[config.mk]
export PLATFORM = sky130hd
export DESIGN_NAME = mem_rd_arbiter_flat
export DESIGN_NICKNAME = d
export VERILOG_FILES = /design/src/rtl/arb_pkg.sv /design/src/rtl/mem_rd_arbiter_if.sv /design/src/rtl/rr_pick2.sv /design/src/rtl/mem_rd_arbiter.sv /design/src/flat_wrapper.sv
export SDC_FILE = /design/constraint.sdc
export NUM_CORES = 1
export LEC_CHECK = 0
export ABC_CLOCK_PERIOD_IN_PS = 4900
export CELL_PAD_IN_SITES_DETAIL_PLACEMENT = 0
export CELL_PAD_IN_SITES_GLOBAL_PLACEMENT = 1
export CORE_ASPECT_RATIO = 0.7
export CORE_UTILIZATION = 18
export CTS_CLUSTER_DIAMETER = 100
export DETAILED_ROUTE_END_ITERATION = 8
export GPL_TIMING_DRIVEN = 0
export PLACE_DENSITY = 0.84
export SLEW_MARGIN = 40
export SYNTH_ARGS = -nofsm -noshare
export SYNTH_HDL_FRONTEND = slang
export SYNTH_SLANG_ARGS = --single-unit
[constraint.sdc]
create_clock -name clk -period 4.9 [get_ports clk]
set_input_delay 0.735 -clock clk [delete_from_list [all_inputs] [get_ports clk]]
set_output_delay 0.735 -clock clk [all_outputs]
set_load 0.005 [all_outputs]
[src/rtl/arb_pkg.sv]
// Shared types and AXI4-Lite response codes for the memory read arbiter.
package arb_pkg;

    typedef enum logic [2:0] {
        ARB_IDLE,
        ARB_AR,
        ARB_WAIT_R,
        ARB_ERR,
        ARB_DRAIN
    } arb_state_t;

    localparam logic [1:0] RESP_OKAY   = 2'b00;
    localparam logic [1:0] RESP_SLVERR = 2'b10;

endpackage

[src/rtl/mem_rd_arbiter_if.sv]
// AXI4-Lite read channel (AR + R) bundle; master drives address and rready.
interface mem_rd_arbiter_if #(
    parameter int unsigned ADDR_W = 32,
    parameter int unsigned DATA_W = 32
);
    logic [ADDR_W-1:0] araddr;
    logic              arvalid;
    logic              arready;
    logic [DATA_W-1:0] rdata;
    logic [1:0]        rresp;
    logic              rvalid;
    logic              rready;

    modport master (
        output araddr, arvalid, rready,
        input  arready, rdata, rresp, rvalid
    );

    modport slave (
        input  araddr, arvalid, rready,
        output arready, rdata, rresp, rvalid
    );
endinterface

[src/rtl/rr_pick2.sv]
// Two-way request picker: sole requester wins, ties go to m1 (fixed) or !last.
module rr_pick2 (
    input  logic [1:0] req,
    input  logic       last,
    input  logic       fixed_pri,
    output logic       gnt
);

    always_comb begin
        gnt = 1'b0;
        case (req)
            2'b10:   gnt = 1'b1;
            2'b11:   gnt = fixed_pri | ~last;
            default: gnt = 1'b0;
        endcase
    end

endmodule

[src/rtl/mem_rd_arbiter.sv]
// Shares one AXI4-Lite read port between IFU (m0) and LSU (m1), one transaction
// at a time, with a response watchdog that answers SLVERR for a silent slave.
module mem_rd_arbiter
    import arb_pkg::*;
#(
    parameter int unsigned ADDR_W    = 32,
    parameter int unsigned DATA_W    = 32,
    parameter int unsigned FIXED_PRI = 0,
    parameter int unsigned TIMEOUT   = 255
) (
    input  logic            clk,
    input  logic            rst,
    mem_rd_arbiter_if.slave  m0,
    mem_rd_arbiter_if.slave  m1,
    mem_rd_arbiter_if.master s,
    output logic            owner,
    output logic            busy,
    output logic            tmo_err
);

    localparam int unsigned CNT_W      = (TIMEOUT == 0) ? 1 : $clog2(TIMEOUT + 1);
    localparam int unsigned TIMEOUT_M1 = (TIMEOUT == 0) ? 0 : TIMEOUT - 1;

    arb_state_t       state;
    logic             last;
    logic [CNT_W-1:0] cnt;
    logic             gnt_c;
    logic             own_rready_c;
    logic             tmo_hit_c;

    rr_pick2 u_pick (
        .req       ({m1.arvalid, m0.arvalid}),
        .last      (last),
        .fixed_pri (FIXED_PRI != 0),
        .gnt       (gnt_c)
    );

    assign own_rready_c = owner ? m1.rready : m0.rready;
    // Fires on the cycle whose edge would bring the counter to TIMEOUT.
    assign tmo_hit_c    = (TIMEOUT != 0) && (cnt == CNT_W'(TIMEOUT_M1));
    assign busy         = (state != ARB_IDLE);

    always_ff @(posedge clk or negedge rst) begin
        if (!rst) begin
            state   <= ARB_IDLE;
            owner   <= 1'b0;
            last    <= 1'b1;
            cnt     <= '0;
            tmo_err <= 1'b0;
        end else begin
            tmo_err <= 1'b0;
            case (state)
                ARB_IDLE: begin
                    if (m0.arvalid || m1.arvalid) begin
                        state <= ARB_AR;
                        owner <= gnt_c;
                    end
                end
                ARB_AR: begin
                    if (s.arvalid && s.arready) begin
                        state <= ARB_WAIT_R;
                        cnt   <= '0;
                    end
                end
                ARB_WAIT_R: begin
                    // A real beat always takes precedence over the watchdog.
                    if (s.rvalid && s.rready) begin
                        state <= ARB_IDLE;
                        last  <= owner;
                    end else if (!s.rvalid && tmo_hit_c) begin
                        state   <= ARB_ERR;
                        tmo_err <= 1'b1;
                    end else if (cnt != '1) begin
                        cnt <= cnt + CNT_W'(1);
                    end
                end
                ARB_ERR: begin
                    if (own_rready_c) state <= ARB_DRAIN;
                end
                ARB_DRAIN: begin
                    if (s.rvalid) state <= ARB_IDLE;
                end
                default: state <= ARB_IDLE;
            endcase
        end
    end

    // Channel routing: only the owner is ever connected; everything is zero in IDLE.
    always_comb begin
        s.araddr   = ADDR_W'(0);
        s.arvalid  = 1'b0;
        s.rready   = 1'b0;
        m0.arready = 1'b0;
        m0.rvalid  = 1'b0;
        m0.rdata   = DATA_W'(0);
        m0.rresp   = RESP_OKAY;
        m1.arready = 1'b0;
        m1.rvalid  = 1'b0;
        m1.rdata   = DATA_W'(0);
        m1.rresp   = RESP_OKAY;
        case (state)
            ARB_AR: begin
                if (owner) begin
                    s.araddr   = m1.araddr;
                    s.arvalid  = m1.arvalid;
                    m1.arready = s.arready;
                end else begin
                    s.araddr   = m0.araddr;
                    s.arvalid  = m0.arvalid;
                    m0.arready = s.arready;
                end
            end
            ARB_WAIT_R: begin
                if (owner) begin
                    s.rready  = m1.rready;
                    m1.rvalid = s.rvalid;
                    m1.rdata  = s.rdata;
                    m1.rresp  = s.rresp;
                end else begin
                    s.rready  = m0.rready;
                    m0.rvalid = s.rvalid;
                    m0.rdata  = s.rdata;
                    m0.rresp  = s.rresp;
                end
            end
            ARB_ERR: begin
                if (owner) begin
                    m1.rvalid = 1'b1;
                    m1.rresp  = RESP_SLVERR;
                end else begin
                    m0.rvalid = 1'b1;
                    m0.rresp  = RESP_SLVERR;
                end
            end
            ARB_DRAIN: s.rready = 1'b1;
            default: ;
        endcase
    end

endmodule
[src/flat_wrapper.sv]
// flat-port wrapper written by rule: the top's interface ports become plain ports
module mem_rd_arbiter_flat import arb_pkg::*;
#(
    parameter int unsigned ADDR_W    = 32,
    parameter int unsigned DATA_W    = 32,
    parameter int unsigned FIXED_PRI = 0,
    parameter int unsigned TIMEOUT   = 255
)
  (clk, rst, owner, busy, tmo_err, m0_araddr, m0_arvalid, m0_rready, m0_arready, m0_rdata, m0_rresp, m0_rvalid, m1_araddr, m1_arvalid, m1_rready, m1_arready, m1_rdata, m1_rresp, m1_rvalid, s_araddr, s_arvalid, s_rready, s_arready, s_rdata, s_rresp, s_rvalid);
  mem_rd_arbiter_if #(.ADDR_W(ADDR_W), .DATA_W(DATA_W)) m0_i ();
  mem_rd_arbiter_if #(.ADDR_W(ADDR_W), .DATA_W(DATA_W)) m1_i ();
  mem_rd_arbiter_if #(.ADDR_W(ADDR_W), .DATA_W(DATA_W)) s_i ();
  input  logic clk;
  input  logic rst;
  output logic owner;
  output logic busy;
  output logic tmo_err;
  input wire logic [$bits(m0_i.araddr)-1:0] m0_araddr;
  input wire logic [$bits(m0_i.arvalid)-1:0] m0_arvalid;
  input wire logic [$bits(m0_i.rready)-1:0] m0_rready;
  output wire logic [$bits(m0_i.arready)-1:0] m0_arready;
  output wire logic [$bits(m0_i.rdata)-1:0] m0_rdata;
  output wire logic [$bits(m0_i.rresp)-1:0] m0_rresp;
  output wire logic [$bits(m0_i.rvalid)-1:0] m0_rvalid;
  input wire logic [$bits(m1_i.araddr)-1:0] m1_araddr;
  input wire logic [$bits(m1_i.arvalid)-1:0] m1_arvalid;
  input wire logic [$bits(m1_i.rready)-1:0] m1_rready;
  output wire logic [$bits(m1_i.arready)-1:0] m1_arready;
  output wire logic [$bits(m1_i.rdata)-1:0] m1_rdata;
  output wire logic [$bits(m1_i.rresp)-1:0] m1_rresp;
  output wire logic [$bits(m1_i.rvalid)-1:0] m1_rvalid;
  output wire logic [$bits(s_i.araddr)-1:0] s_araddr;
  output wire logic [$bits(s_i.arvalid)-1:0] s_arvalid;
  output wire logic [$bits(s_i.rready)-1:0] s_rready;
  input wire logic [$bits(s_i.arready)-1:0] s_arready;
  input wire logic [$bits(s_i.rdata)-1:0] s_rdata;
  input wire logic [$bits(s_i.rresp)-1:0] s_rresp;
  input wire logic [$bits(s_i.rvalid)-1:0] s_rvalid;
  assign m0_i.araddr = m0_araddr;
  assign m0_i.arvalid = m0_arvalid;
  assign m0_i.rready = m0_rready;
  assign m0_arready = m0_i.arready;
  assign m0_rdata = m0_i.rdata;
  assign m0_rresp = m0_i.rresp;
  assign m0_rvalid = m0_i.rvalid;
  assign m1_i.araddr = m1_araddr;
  assign m1_i.arvalid = m1_arvalid;
  assign m1_i.rready = m1_rready;
  assign m1_arready = m1_i.arready;
  assign m1_rdata = m1_i.rdata;
  assign m1_rresp = m1_i.rresp;
  assign m1_rvalid = m1_i.rvalid;
  assign s_araddr = s_i.araddr;
  assign s_arvalid = s_i.arvalid;
  assign s_rready = s_i.rready;
  assign s_i.arready = s_arready;
  assign s_i.rdata = s_rdata;
  assign s_i.rresp = s_rresp;
  assign s_i.rvalid = s_rvalid;
  mem_rd_arbiter #(.ADDR_W(ADDR_W), .DATA_W(DATA_W), .FIXED_PRI(FIXED_PRI), .TIMEOUT(TIMEOUT)) u_core (.clk(clk), .rst(rst), .m0(m0_i), .m1(m1_i), .s(s_i), .owner(owner), .busy(busy), .tmo_err(tmo_err));
endmodule
==> results of run 1 <==
==> sequential cells by signal, indices dropped and copies added (netlist names) <==
name	cells
u_core.tmo_err	1
u_core.cnt	8
u_core.state	3
u_core.owner	1
u_core.last	1
==> final cells by class <==
class	count	area, um^2
Clock buffer	4	78.83
Sequential cell	14	351.6
Multi-Input combinational cell	213	1418
Timing Repair Buffer	214	2142
Fill cell	1020	5653
Tap cell	128	160.2
Buffer	22	87.58
Inverter	5	18.77
==> kinds of logic after synthesis <==
| family | synth area share |
|---|---|
| multiplexers | 0.1908 |
| AND/OR/NAND/NOR | 0.4290 |
| adder cells (fa/ha/maj) | 0.01334 |
| AO/OA/AOI/OAI | 0.1227 |
| flip-flops | 0.1875 |
| buffers and inverters | 0.05670 |
==> through the flow <==
| step | util | power, mW | instance area, um^2 |
|---|---|---|---|
| 2_1_floorplan | - | 0.7924 | 1876 |
| 3_3_place_gp | 0.4216 | 1.470 | 4178 |
| 3_5_place_dp | 0.4216 | 1.488 | 4178 |
| 4_1_cts | 0.4295 | 1.657 | 4257 |
| 5_1_grt | 0.4295 | 1.775 | 4257 |
| 6_report | 0.4295 | 1.636 | 4257 |
==> worst register-to-register path, delay by kind of cell, from the launching register on <==
family                 cells  cell delay [ns]
DFF                        1             0.44
buffers and inverters      1             0.42
AOI/OAI and AO/OA          2             0.37
and+or+nand+nor            2             0.66
==> power breakdown <==
| part | switching (mW) | internal, mW | total (mW) |
|---|---|---|---|
| combinational | 0.574 | 0.715 | 1.29 |
| sequential | 0.0393 | 0.150 | 0.189 |
| clock | 0.0473 | 0.110 | 0.157 |
==> path summary, 6_finish.rpt <==
kind,to,slack [ns],depth (start not counted)
setup / recovery,m0_rdata[30],1.59,6
hold / removal,u_core.cnt[7],0.54,1
setup reg to reg,u_core.last,2.94,5
hold reg to reg,u_core.cnt[7],0.54,1
max in group asynchronous,u_core.cnt[2],3.59,1
min in group asynchronous,u_core.state[2],0.89,1
==> metal layers <==
layer | global-route usage | wire length, um | up-vias
li1 | - | - | 1327
met1 | 0.1726 | 3408 | 1211
met2 | 0.2823 | 4428 | 138
met3 | 0.03665 | 936 | 8
met4 | 0.02922 | 88 | 0
met5 | 0 | 0 | -
==> layout by cell type (no fill, tap or decap), types with 4 or more instances in the layout <==
cell | synthesis | routed
a21oi_1 | 5 | 5
a31oi_1 | 4 | 4
and2_1 | 35 | 35
and3_1 | 37 | 37
buf_2 | 4 | 4
clkbuf_1 | 15 | 16
clkdlybuf4s50_1 | 0 | 214
dfrtp_1 | 13 | 13
inv_1 | 5 | 5
mux2i_1 | 32 | 32
nand2_1 | 6 | 6
nand3_1 | 4 | 4
nor2_1 | 41 | 41
nor3_1 | 8 | 8
nor3b_1 | 4 | 4
o22a_1 | 4 | 4
==> qor.txt, run 1 <==
Status - complete, no violations
# diodes - 0
Crit path kind - reg -> out
CTS tree - yes
DRT iter0 DRCs - 56
WP data required - 4.16 ns
Final min period - 3.307 ns
Final max-slew violation count - 0
Core box area - 0.009910 mm^2
Final setup fails - 0
Cells after Synth - 254
Root Buffer - clkbuf_16
Routability cong. - 0.7897
Area leader, netlist - dfrtp_1
Hold crit path type - reg -> reg
Fin Setup TNS - 0 ns
Cell Rows - 30
Chip Width - 124.0 um
Setup Slack @ Placement - 1.800 ns
Setup ws final - 1.593 ns
Max-slew headroom - 0.5522
Routed vias - 2684
Fraction of registers with async set/reset - 1.000
Final std cells w/o fill - 600
TritonCTS Buffers - 3
Crit. End Element - output port
Syn avg cell area - 7.384 um^2
Initial core utilization - 0.1893
Routed length per instance - 14.77 um
Synth cell types - 39
Die height - 87.41 um
Initial antenna violation count - 0
RSZ-0062 raised after global routing - no
Worst Path Buf+Inv - 3
CTS max path bufs - 2
Leakage - 1.825 nW
Max Cap Violations - 0
CP cell instances - or3b_1 > buf_2 > nor2_1 > clkbuf_1 > and2_1 > clkdlybuf4s50_1
Skew final - 0.003154 ns
Fmax - 0.3024 GHz
P per Cell Area - 384.3 mW/mm^2
Syn_nets - 362
CTS resizes - 0
CTS clk-pin slew, worst paths - 0.05 ns
CP arrival - 2.57 ns
TritonCTS Sinks - 14
Ports - 215
VDD IR max - 0.1522 mV
Antenna Nets Post-Route - 0
DR DRC count - 0
Layout cells sized above 1 - 0.03814
Final Hold Viols - 0
Placed Instances - 596
Setup Buffers After CTS - 0
Full die area - 0.01084 mm^2
Largest fanout on the critical path - 10
Worst path top cell family by delay - buffers and inverters
Vias in the first global route - 2579
Detail Placement HPWL - 7566 um
First-pass GRT wire length - 12710 um
Largest stage delay, worst path - 0.51 ns
Largest net degree at the start of global routing - 15
Synth-to-layout area growth - 127.0%
Sequential fraction of the synthesis area - 0.1875
Reg-to-Reg Start - u_core.state[2]
Warnings, synthesis - 0
Nets - 581
Routed vias/inst - 4.473
WHS - 0.5367 ns
Main synth FF type - dfrtp_1
Final wirelength - 8862 um
#FFs+latches synth - 14
Clock latency on the worst-skew pair - 0.24 ns
Period utilization - 0.6749
Total congestion overflow - 0
Dominant cells by area after synthesis - dfrtp_1 (17%), mux2i_1 (17%), and3_1 (12%)
Commonest cells post-synth - nor2_1 (41), and3_1 (37), and2_1 (35)
Worst-margin pin slew - 0.6718 ns
Share of the synthesized area in the top cell type - 0.1734
Critical path origin - u_core.state[1]
CTS H-Tree Depth - 1
CP Launch Type - register
Port bufs - 214
Crit-path slowest cell - clkdlybuf4s50_1
DR pass1 iterations - 5
Post-synthesis cell area - 0.001876 mm^2
CTS Hold Bufs - 0
Hold path start - u_core.cnt[7]
Number of flops mapped to enable cells by yosys - 0
GRT Util Overall - 0.1506
Count leader, synth - nor2_1
Power figures use the tool's default switching activity.
==> run 2, diff against run 1 <==
- ABC_CLOCK_PERIOD_IN_PS: 4900 -> 3000
- CORE_UTILIZATION: 18 -> 15
- PLACE_DENSITY: 0.84 -> 0.74
- clock period: 4.9 -> 3 ns (I/O delays scaled with it)
==> qor.txt, run 2 (synthesis results as in run 1) <==
Synth-to-layout area growth - 129.6%
TritonCTS Buffers - 3 (unchanged)
Hold crit path type - reg -> reg
CTS max path bufs - 2 (unchanged)
Power Total - 2.694 mW (+65%)
Worst-margin pin slew - 0.7042 ns (+0.03238 ns)
Cell Rows - 33 (+10%)
Fmax - 0.3507 GHz
Met1 GRT Util - 0.1459 (-0.02676)
Initial core utilization - 0.1572 (-0.03209)
Largest fanout on the critical path - 10 (unchanged)
First-pass GRT wire length - 12940 um (+1.8%)
Full die area - 0.01296 mm^2 (+20%)
Detail Placement HPWL - 7480 um (-1.1%)
Skew final - 0.001870 ns (-0.001284 ns)
Fin area - 0.004307 mm^2 (+1.2%)
Routed vias/inst - 4.269 (-4.6%)
Max-slew headroom - 0.5291 (-0.02306)
Clock latency on the worst-skew pair - 0.24 ns (about the same)
Max reg flops - 8 (unchanged)
DRT iter0 DRCs - 96 (+71%)
Core box area - 0.01193 mm^2 (+20%)
CTS H-Tree Depth - 1 (unchanged)
Final min period - 2.852 ns
CP Launch Type - register
GR peak layer - met2
Routed vias - 2681 (-0.11%)
WP data required - 2.55 ns (-1.61 ns)
Commonest non-fill, non-tap cell in the layout - clkdlybuf4s50_1
DR DRC count - 0 (unchanged)
CTS tree - yes
Final setup fails - 0 (unchanged)
P per Cell Area - 625.6 mW/mm^2 (+63%)
Total congestion overflow - 0 (unchanged)
Leakage - 1.855 nW (+1.6%)
Ports - 215 (unchanged)
Nets - 580 (-0.17%)
Crit path kind - reg -> out
Layout cells sized above 1 - 0.06157 (+0.02344)
Crit. End Element - output port
# diodes - 0 (unchanged)
CP arrival - 2.40 ns (-0.17 ns)
Period utilization - 0.9506
DR pass1 iterations - 4 (-1)
Biggest regs - u_core.cnt: 8 flops, u_core.state: 3 flops
CTS clk-pin slew, worst paths - 0.05 ns (about the same)
RSZ-0062 raised after global routing - no
Routed length per instance - 14.07 um (-4.7%)
Most frequent cells in the layout - clkdlybuf4s50_1 (214), nor2_1 (40), and3_1 (37)
Antenna Nets Post-Route - 0 (unchanged)
Largest net degree at the start of global routing - 15 (unchanged)
Fin Setup TNS - 0 ns (unchanged)
Final Hold Viols - 0 (unchanged)
Met3 GRT Util - 0.03881 (+0.002160)
Met2 usage - 0.2360 (-0.04635)
Reg with most FFs - u_core.cnt
Status - complete, no violations
Final max-slew violation count - 0 (unchanged)
Final wirelength - 8839 um (-0.26%)
Die height - 95.56 um (+9.3%)
Chip Width - 135.7 um (+9.4%)
Port bufs - 214 (unchanged)
Routability cong. - 0.7946 (+0.62%)
Initial antenna violation count - 0 (unchanged)
Vias in the first global route - 2502 (-3.0%)
Max Cap Violations - 0 (unchanged)
VDD IR max - 0.2285 mV (+50%)
Root Buffer - clkbuf_16
WHS - 0.5384 ns (+0.001676 ns)
GRT Util Overall - 0.1265 (-0.02409)
Placed instance area - 0.004214 mm^2 (+0.87%)
TritonCTS Sinks - 14 (unchanged)
-- run 2: cell count changes in the layout (fill, tap and decap cells not counted), sizes merged --
cell and delta:
buf -2, clkbuf +1
-- run 2: final timing paths --
kind | from | end | slack, ns | cells after the start
hold / removal | u_core.cnt[7] | u_core.cnt[7] | 0.54 | 1
min in group asynchronous | rst | u_core.owner | 0.63 | 1
setup / recovery | u_core.state[1] | m0_rdata[30] | 0.15 | 6
hold reg to reg | u_core.cnt[7] | u_core.cnt[7] | 0.54 | 1
setup reg to reg | u_core.owner | u_core.state[0] | 0.82 | 4
max in group asynchronous | rst | u_core.cnt[4] | 1.92 | 1
-- run 2: critical path, stage by stage (launching register included) --
cell             delay, ns
dfrtp_1               0.46
or3b_1                0.36
buf_2                 0.17
nor2_2                0.22
clkbuf_4              0.28
and2_1                0.14
clkdlybuf4s50_1       0.53
-- run 2: what timing repair did --
action	in CTS	in global routing
pin swaps	0	0
resized for setup	3	17
buffers inserted	0	0
cloned	0	0
endpoints found under the setup margin	40	76
hold buffers	0	0
-- run 2: where the power goes --
part / total (mW) / switching, mW / internal [mW] / leakage [nW]
Combinational: 2.10 / 0.919 / 1.18 / 1.63
Clock: 0.261 / 0.0810 / 0.180 / 0.0382
Sequential: 0.332 / 0.0886 / 0.244 / 0.183
-- run 2: area by class of cell --
class                   count  area [um^2]
inverters                   5        18.77
plain buffers              21        98.84
repair buffers            214         2142
multi-input cells         213         1420
clock buffers               4        78.83
fillers                  1226         7626
flip-flops and latches     14        351.6
well taps                 157        196.4
-- run 2: stage by stage --
step | utilization | cells | setup slack [ns]
5_1_grt | 0.3609 | 628 | 0.01948
2_1_floorplan | - | 254 | 1.095
6_report | 0.3609 | 628 | 0.1482
3_5_place_dp | 0.3532 | 625 | 0.0001379
3_3_place_gp | 0.3532 | 625 | 0.1204
4_1_cts | 0.3602 | 629 | 0.000005773
-- run 2: routing by layer --
| metal | up-vias | routed length (um) |
|---|---|---|
| li1 | 1329 | - |
| met1 | 1207 | 3506 |
| met2 | 143 | 4401 |
| met3 | 2 | 909 |
| met4 | 0 | 21 |
| met5 | - | 0 |
==> run 3, diff against run 2 <==
- CORE_MARGIN: unset -> 2
- REMOVE_ABC_BUFFERS: unset -> 1
==> qor.txt, run 3 (synthesis results as in run 1) <==
Placed Instances - 609 (-2.6%)
Final max-slew violation count - 0 (unchanged)
Status - complete, no violations
Routed vias/inst - 4.333 (+1.5%)
Reg-to-Reg Start - u_core.owner
Period utilization - 0.9619 (+0.01130)
Final std cells w/o fill - 615 (-2.1%)
First-pass GRT wire length - 12680 um (-2.0%)
FILL cells - 1215 (-0.90%)
Routability cong. - 0.7856 (-1.1%)
Largest net degree at the start of global routing - 50 (+35)
DRT iter0 DRCs - 68 (-29%)
Routed vias - 2665 (-0.60%)
Most frequent cells in the layout - clkdlybuf4s50_1 (214), nor2_1 (40), and3_1 (37)
CTS tree - yes
Max-slew headroom - 0.5160 (-0.01313)
Full die area - 0.01343 mm^2 (+3.6%)
Worst path top cell family by delay - simple AND/OR/NAND/NOR gates
Largest stage delay, worst path - 0.80 ns (+0.27 ns)
Register area - 355.3 um^2 (+1.1%)
Nets - 562 (-3.1%)
Critical path origin - u_core.state[0]
P per Cell Area - 617.4 mW/mm^2 (-1.3%)
Vias in the first global route - 2558 (+2.2%)
Leakage - 1.811 nW (-2.4%)
Total stage count of the critical path - 3 (-3)
Die height - 97.56 um (+2.1%)
Worst Path Buf+Inv - 1 (-2)
CTS clk-pin slew, worst paths - 0.05 ns (about the same)
Skew final - 0.005162 ns (+0.003293 ns)
DR pass1 iterations - 4 (unchanged)
CTS H-Tree Depth - 1 (unchanged)
CTS Hold Bufs - 0 (unchanged)
Clock latency on the worst-skew pair - 0.24 ns (about the same)
Synth-to-layout area growth - 128.0%
Fin Setup TNS - 0 ns (unchanged)
R2r setup slk - 0.61 ns (-0.21 ns)
VDD IR max - 0.2518 mV (+10%)
Antenna Nets Post-Route - 0 (unchanged)
Cell Rows - 34 (+3.0%)
Largest fanout on the critical path - 36 (+26)
Hold crit path type - reg -> reg
Worst-margin pin slew - 0.7261 ns (+0.02190 ns)
Crit path kind - reg -> out
TritonCTS Buffers - 3 (unchanged)
TritonCTS Sinks - 14 (unchanged)
Worst r2r dst - u_core.cnt[1]
Ports - 215 (unchanged)
Final setup fails - 0 (unchanged)
Fmax - 0.3465 GHz (-1.2%)
Total congestion overflow - 0 (unchanged)
Max reg flops - 8 (unchanged)
Core box area - 0.01229 mm^2 (+3.0%)
Routed length per instance - 13.66 um (-2.9%)
CP cell instances - or3b_2 > nor3b_1 > clkdlybuf4s50_1
Power Total - 2.640 mW (-2.0%)
GRT Util Overall - 0.1168 (-0.009666)
Detail Placement HPWL - 6700 um (-10%)
RSZ-0062 raised after global routing - no
CP arrival - 2.44 ns (+0.04 ns)
Biggest regs - u_core.cnt: 8 flops, u_core.state: 3 flops
Crit-path slowest cell - or3b_2
Initial antenna violation count - 0 (unchanged)
WP data required - 2.55 ns (about the same)
CP Launch Type - register
Crit. End Element - output port
Port bufs - 214 (unchanged)
Worst reg2reg path depth - 4 (unchanged)
WHS - 0.5471 ns (+0.008651 ns)
Final min period - 2.886 ns (+0.03390 ns)
Final Hold Viols - 0 (unchanged)
Reg with most FFs - u_core.cnt
Initial core utilization - 0.1526 (-0.004623)
Chip Width - 137.7 um (+1.5%)
Layout cells sized above 1 - 0.04415 (-0.01742)
Commonest non-fill, non-tap cell in the layout - clkdlybuf4s50_1
DR DRC count - 0 (unchanged)
Max Cap Violations - 0 (unchanged)
CP Capture Point - m0_arready
# diodes - 0 (unchanged)
Root Buffer - clkbuf_16
Final wirelength - 8402 um (-4.9%)
CTS max path bufs - 2 (unchanged)
Footprint of the multi-input gates - 0.001439 mm^2 (+1.3%)
## run 3: cell count changes in the layout (fill, tap and decap cells not counted), sizes merged
cell | before | now
nor2 | 41 | 42
buf | 5 | 2
clkbuf | 20 | 4
## run 3: per-stage QoR
step / setup WS (ns) / cell area [um^2] / util
final: 0.1143 / 4277 / 0.3479
after global placement: -1.927 / 4133 / 0.3361
after global routing: 0.008445 / 4277 / 0.3479
after CTS: 0.009084 / 4255 / 0.3461
after floorplan: -0.1722 / 1788 / -
after detailed placement: 0.2134 / 4165 / 0.3388
## run 3: worst min-delay path by stage
stage | slack [ns] | depth (start not counted) | end | startpoint
2_1_floorplan | 0.15 | 0 | u_core.cnt[0] | rst
3_3_place_gp | 0.52 | 1 | u_core.cnt[7] | u_core.cnt[7]
3_5_place_dp | 0.53 | 1 | u_core.cnt[4] | u_core.cnt[4]
4_1_cts | 0.54 | 1 | u_core.cnt[4] | u_core.cnt[4]
5_1_grt | 0.57 | 1 | u_core.cnt[7] | u_core.cnt[7]
6_report | 0.55 | 1 | u_core.cnt[4] | u_core.cnt[4]
## run 3: power by group
group          leakage [nW]  switching [mW]  internal [mW]
Clock                0.0382          0.0752          0.179
Combinational          1.59           0.793           1.16
Sequential            0.182           0.187          0.247
## run 3: area by class of cell
cell class                 count  share of cell area
inverter                       5            0.004389
multi-input combinational    214              0.3365
sequential                    14             0.08309
timing repair buffer         216              0.5102
clock buffer                   4             0.01843
tap                          162             0.04740
## run 3: worst reg2reg max path: stages, from the launching register on
cell and delay, ns:
dfrtp_4 0.81, mux2_2 0.50, a21o_1 0.34, a22o_4 0.34, mux2_4 0.30
## run 3: metal layers
layer / wire (um) / up-vias / global-route usage
met5: 0 / - / 0
met4: 36 / 0 / 0.01427
met3: 863 / 5 / 0.02556
met2: 4273 / 155 / 0.2319
met1: 3228 / 1211 / 0.1272
li1: - / 1294 / -
## run 3: repair_timing
| item | 4_1_cts | 5_1_grt |
|---|---|---|
| resized for setup | 1 | 1 |
| hold endpoints to repair | 0 | 0 |
| endpoints found under the setup margin | 29 | 48 |
| cloned | 1 | 0 |
| pin swaps | 0 | 1 |
| setup buffers | 0 | 1 |
